**src/rtl/lsu_subword.sv**
```systemverilog
// Load/store unit that adapts a word-only data memory to MIPS byte, halfword
// and word accesses. Loads and word stores finish in the request cycle;
// byte/halfword stores read the word, merge the new lane, and write it back
// one cycle later while the CPU is stalled. Byte order is big-endian.
module lsu_subword #(
    parameter int unsigned ADDR_LIMIT = 1024
) (
    input  logic        Clock,
    input  logic        Resetn,
    input  logic        MemRead,
    input  logic        MemWrite,
    input  logic [1:0]  Size,
    input  logic        Unsigned,
    input  logic [31:0] Addr,
    input  logic [31:0] StoreData,
    output logic [31:0] LoadData,
    output logic        Stall,
    output logic        AccErr,
    output logic        ErrSticky,
    output logic        DmemRead,
    output logic        DmemWrite,
    output logic [31:0] DmemAddr,
    output logic [31:0] DmemDataIn,
    input  logic [31:0] DmemDataOut
);

    localparam logic [0:0] ST_IDLE  = 1'b0;
    localparam logic [0:0] ST_WRITE = 1'b1;

    localparam logic [1:0] SZ_BYTE = 2'b00;
    localparam logic [1:0] SZ_HALF = 2'b01;
    localparam logic [1:0] SZ_WORD = 2'b10;

    // FSM state and the registered half of the read-modify-write
    logic [0:0]  state_q, state_d;
    logic [31:0] merge_q, merge_d;
    logic [31:2] addr_q, addr_d;
    logic        err_sticky_q, err_sticky_d;

    logic        in_idle;
    logic        req;
    logic        bad_size;
    logic        misaligned;
    logic        out_of_range;
    logic        conflict;
    logic        acc_err;
    logic        load_ok;
    logic        word_store_ok;
    logic        sub_store_ok;

    logic [7:0]  load_byte;
    logic [15:0] load_half;
    logic [31:0] store_lanes;
    logic [3:0]  lane_sel;
    logic [31:0] merged_word;

    assign in_idle = (state_q == ST_IDLE);
    assign req     = MemRead | MemWrite;

    // Request legality; in WRITE the request inputs belong to the store
    // already in flight and are not re-judged.
    assign bad_size     = (Size == 2'b11);
    assign misaligned   = ((Size == SZ_HALF) && Addr[0]) ||
                          ((Size == SZ_WORD) && (Addr[1:0] != 2'b00));
    assign out_of_range = (Addr >= ADDR_LIMIT);
    assign conflict     = MemRead & MemWrite;
    assign acc_err      = in_idle & req & (bad_size | misaligned | out_of_range | conflict);

    assign load_ok       = in_idle & MemRead  & ~acc_err;
    assign word_store_ok = in_idle & MemWrite & ~acc_err & (Size == SZ_WORD);
    assign sub_store_ok  = in_idle & MemWrite & ~acc_err & ((Size == SZ_BYTE) || (Size == SZ_HALF));

    // Replicate the store value across every lane it could occupy so each
    // lane only has to decide "new or old".
    assign store_lanes = (Size == SZ_BYTE) ? {4{StoreData[7:0]}} : {2{StoreData[15:0]}};

    // Per-lane merge: lane gi is big-endian byte offset gi, bits [31-8*gi -: 8]
    genvar gi;
    generate
        for (gi = 0; gi < 4; gi++) begin : g_lane
            assign lane_sel[gi] = (Size == SZ_BYTE) ? (Addr[1:0] == 2'(gi))
                                                    : (Addr[1] == ((gi >= 2) ? 1'b1 : 1'b0));
            assign merged_word[31-8*gi -: 8] = lane_sel[gi] ? store_lanes[31-8*gi -: 8]
                                                            : DmemDataOut[31-8*gi -: 8];
        end
    endgenerate

    // Pick the addressed byte out of the big-endian word
    always_comb begin
        load_byte = DmemDataOut[31:24];
        case (Addr[1:0])
            2'd0:    load_byte = DmemDataOut[31:24];
            2'd1:    load_byte = DmemDataOut[23:16];
            2'd2:    load_byte = DmemDataOut[15:8];
            default: load_byte = DmemDataOut[7:0];
        endcase
    end

    assign load_half = Addr[1] ? DmemDataOut[15:0] : DmemDataOut[31:16];

    // Extend the selected lane; anything that is not a legal load returns 0
    always_comb begin
        LoadData = 32'd0;
        if (load_ok) begin
            case (Size)
                SZ_BYTE: LoadData = Unsigned ? {24'd0, load_byte}
                                             : {{24{load_byte[7]}}, load_byte};
                SZ_HALF: LoadData = Unsigned ? {16'd0, load_half}
                                             : {{16{load_half[15]}}, load_half};
                default: LoadData = DmemDataOut;
            endcase
        end
    end

    // Memory-side controls; holding reset suppresses writes and stalls so a
    // store caught mid-flight is dropped cleanly.
    always_comb begin
        DmemRead   = load_ok | sub_store_ok;
        DmemWrite  = Resetn & ((state_q == ST_WRITE) | word_store_ok);
        Stall      = Resetn & sub_store_ok;
        DmemAddr   = {Addr[31:2], 2'b00};
        DmemDataIn = 32'd0;
        if (state_q == ST_WRITE) begin
            DmemRead   = 1'b0;
            DmemAddr   = {addr_q, 2'b00};
            DmemDataIn = merge_q;
        end else if (word_store_ok) begin
            DmemDataIn = StoreData;
        end
    end

    assign AccErr    = acc_err;
    assign ErrSticky = err_sticky_q;

    // Next-state: a legal sub-word store captures the merged word and its
    // address, then WRITE always returns to IDLE after one cycle.
    always_comb begin
        state_d      = state_q;
        merge_d      = merge_q;
        addr_d       = addr_q;
        err_sticky_d = err_sticky_q | acc_err;
        if (state_q == ST_WRITE) begin
            state_d = ST_IDLE;
        end else if (sub_store_ok) begin
            state_d = ST_WRITE;
            merge_d = merged_word;
            addr_d  = Addr[31:2];
        end
    end

    // State registers with synchronous active-low reset
    always_ff @(posedge Clock) begin
        if (!Resetn) begin
            state_q      <= ST_IDLE;
            merge_q      <= 32'd0;
            addr_q       <= '0;
            err_sticky_q <= 1'b0;
        end else begin
            state_q      <= state_d;
            merge_q      <= merge_d;
            addr_q       <= addr_d;
            err_sticky_q <= err_sticky_d;
        end
    end

endmodule

```
**config.mk**
```make
export PLATFORM = sky130hd
export DESIGN_NAME = lsu_subword
export DESIGN_NICKNAME = d
export VERILOG_FILES = /design/src/rtl/lsu_subword.sv
export SDC_FILE = /design/constraint.sdc
export NUM_CORES = 1
export LEC_CHECK = 0
export CORE_UTILIZATION = 31
export CTS_BUF_LIST = sky130_fd_sc_hd__clkbuf_16
export CTS_CLUSTER_SIZE = 24
export DETAILED_ROUTE_END_ITERATION = 7
export HOLD_SLACK_MARGIN = 0.12
export PLACE_DENSITY = 0.78
export SYNTH_ARGS = -nofsm -noshare
export SYNTH_HDL_FRONTEND = slang
export SYNTH_SLANG_ARGS = --single-unit
```
**constraint.sdc**
```tcl
create_clock -name Clock -period 2 [get_ports Clock]
set_input_delay 0.4 -clock Clock [delete_from_list [all_inputs] [get_ports Clock]]
set_output_delay 0.4 -clock Clock [all_outputs]
set_load 0.01 [all_outputs]
```
==> impl_metrics.py <==
metrics = {
    "synthesis": {
        "synth-seq-cells": 64,
        "ys_seq_area_share_pct": 29.4,
        "async_reset_ff_share_pct": 0,
        "synthCells": 565,
        "syn_area_um2": 4360,
        "synth-warning-count": 0,
        "avgSynthCellArea_um2": 7.72,
        "synth_edf_count": 0,
        "yosysUniqueCellTypes": 43,
        "synth_ff_type": "dfxtp_1",
    },
    "timing": {
        "slew_viol_final": 0,
        "finalClockSkew_ps": 5.59,
        "worst_pin_slew_ps": 831,
        "layout_min_cycle_time_ps": 2610,
        "period_share_pct": 131,
        "setup_slack_ps": -612,
        "timing.fmax_mhz": 383,
        "relSlewSlack_pct": 44.3,
        "grt_setup_unrepaired": "yes",
        "setup_viol": 137,
        "hold_viol": 0,
    },
    "clock_network": {
        "numCtsBuffers": 9,
        "cts_tree": "yes",
        "clk_pin_slew_ps": 60,
        "hold_buffers": 0,
        "cts.sink_count": 64,
        "clk_path_buf_depth": 2,
        "cts_root_buf": "clkbuf_16",
        "htree_num_levels": 3,
        "clk_latency_ps": 330,
    },
    "drt": {
        "via_per_inst": 5.45,
        "vias": 5666,
        "wl_per_cell_um": 19.8,
        "drtAntennaViolNets": 0,
        "drt_iter0_markers": 394,
        "wirelength_um": 20500,
        "drcViolationCount": 0,
        "dr.pass1.iters": 5,
    },
    "critical_path": {
        "crit_type": "input port to output port",
        "reg2reg_slack_ps": -150,
        "crit_fanout": 5,
        "cp.required_ps": 1600,
        "crit_start": "Addr[11]",
        "worst_setup_path_end_kind": "output port",
        "setup.worst_path.start_class": "input port",
        "reg2regPathDepth": 10,
        "crit_arrival_ps": 2210,
        "r2r-start": "state_q$_SDFF_PP0_",
        "endpoint": "LoadData[6]",
        "r2r-end": "merge_q[3]$_SDFFE_PN0P_",
    },
    "grt": {
        "grt_overflow_total": 0,
        "grt_pass1_wl_um": 28100,
        "grt_pass1_vias": 5299,
        "gr-usage-all-layers_pct": 25.2,
        "grt_max_degree": 53,
        "antenna_found_initial": 0,
    },
    "outcome": {
        "violations": "negative setup slack",
        "run_status": "finished with violations",
    },
    "floorplanning": {
        "pin_count": 204,
        "die_h_um": 121,
        "die-area_um2": 14600,
        "die_w_um": 121,
        "start_util_pct": 32.3,
        "core_area_um2": 13500,
        "core.rowCount": 42,
    },
    "min_path": {
        "min_path_type": "flop to flop",
    },
    "pwr": {
        "p_leak_nw": 3.89,
        "p_per_area_nw_per_um2": 438,
        "peakVddDrop_v": 0.000371,
    },
    "placed_design": {
        "port_buffers": 201,
        "place_inst": 970,
        "gp_congestion": 0.906,
        "place_ws_ps": -1460,
        "dp_hpwl_um": 12700,
    },
    "finish": {
        "final_nets": 961,
        "instances_no_fill": 1039,
        "n_antenna_cell": 0,
        "drive_gt1_share_pct": 49.5,
        "syn2layout_area_growth_pct": 96.9,
    },
    "job": {
        "cap_violations": 0,
    },
}
cells in the final DEF, fill, tap and decap left out, types with 9 or more instances in the layout:
cell,instances
buf_2,71
clkdlybuf4s50_1,73
o22ai_1,14
o221ai_1,16
mux2_4,10
o21ai_2,22
dfxtp_1,63
nand2_1,122
clkbuf_16,14
mux2_2,42
buf_4,93
buf_6,48
nor3_2,14
o21ai_0,9
a21oi_1,26
buf_16,10
inv_1,13
and3_4,20
mux2i_1,32
worst min-delay path by stage:
stage	startpoint	end	slack [ps]	depth (start not counted)
final	merge_q[10]$_SDFFE_PN0P_	merge_q[10]$_SDFFE_PN0P_	460	2
after detailed placement	merge_q[10]$_SDFFE_PN0P_	merge_q[10]$_SDFFE_PN0P_	450	2
after global placement	ErrSticky$_SDFF_PN0_	ErrSticky$_SDFF_PN0_	440	2
after CTS	merge_q[15]$_SDFFE_PN0P_	merge_q[15]$_SDFFE_PN0P_	460	2
after floorplan	addr_q[2]$_SDFFE_PN0P_	addr_q[2]$_SDFFE_PN0P_	430	2
after global routing	merge_q[24]$_SDFFE_PN0P_	merge_q[24]$_SDFFE_PN0P_	480	2
area by class of cell:
type | count | area [µm²]
clock buffer | 9 | 225
clock inverter | 7 | 63.8
fill | 1088 | 4910
inverter | 14 | 52.6
multi-input combinational | 432 | 3550
sequential | 64 | 1280
tap | 176 | 220
timing repair buffer | 337 | 3200
worst max-delay path, stage by stage:
cell	delay, ps
buf_6	100
nor4_4	290
nand4_1	270
or3b_4	520
buf_6	160
buf_16	130
a211oi_2	180
buf_2	160
report_power, final:
part / internal, W / switching, W
Clock: 0.000953 / 0.000582
Combinational: 0.000480 / 0.000469
Sequential: 0.00128 / 0.00000115
synthesized netlist by cell type, drive strengths merged, types with 2 or more instances:
| master | number | area share (%) |
|---|---|---|
| nand2 | 123 | 11 |
| clkbuf | 37 | 3.2 |
| a211oi | 9 | 1.7 |
| and2 | 7 | 1.0 |
| mux2i | 34 | 7.8 |
| or3 | 2 | 0.29 |
| o22a | 8 | 1.6 |
| and3 | 22 | 3.2 |
| inv | 14 | 1.2 |
| dfxtp | 64 | 29 |
| mux2 | 52 | 14 |
| o221ai | 16 | 3.2 |
| o2bb2ai | 7 | 1.4 |
| nand3 | 8 | 0.92 |
| nor2 | 8 | 0.69 |
| buf | 19 | 2.7 |
| nor2b | 3 | 0.43 |
| a21oi | 31 | 3.6 |
| a221oi | 7 | 1.4 |
| o21ai | 42 | 4.8 |
| or3b | 2 | 0.40 |
| nor3 | 19 | 2.2 |
| nor4 | 5 | 0.72 |
| o22ai | 14 | 2.0 |
stage by stage:
step | hold slack, ps | TNS (ps) | utilization (%) | total power, W | cell area, µm²
2_1_floorplan | 435 | -8010 | - | 0.00167 | 4750
3_3_place_gp | 435 | -144640 | 54.3 | 0.00215 | 7330
3_5_place_dp | 453 | -147730 | 54.3 | 0.00216 | 7330
4_1_cts | 460 | -31710 | 58.6 | 0.00369 | 7910
5_1_grt | 476 | -55270 | 63.6 | 0.00388 | 8590
6_report | 458 | -48040 | 63.6 | 0.00376 | 8590
registers in the layout (all words and copies together), names as in the netlist:
name and cells:
merge_q 32, addr_q 30, ErrSticky 1, state_q 1
routing by layer:
metal	share of wire, %	vias up	routed length (µm)	global-route usage, %
met1	39	2666	8080	31.1
met4	3.0	0	626	8.41
met3	8.3	57	1710	5.80
li1	-	2623	-	-
met2	49	320	10100	42.9
met5	0	-	0	0
cell families (layout without fill, tap and decap cells):
logic type	after synthesis	after routing	synth area share, %
muxes	86	86	21.5
DFF	64	64	29.4
other	1	2	0.0859
AOI/OAI and AO/OA	140	140	20.9
buffers and inverters	70	367	7.05
and+or+nand+nor	204	204	21.1
what timing repair did:
action | 4_1_cts | 5_1_grt
endpoints found under the setup margin | 161 | 123
gates cloned | 10 | 6
gates resized for setup | 540 | 117
pin swaps | 26 | 56
buffers inserted | 27 | 16
No activity file was read; power rests on OpenSTA's default activity.
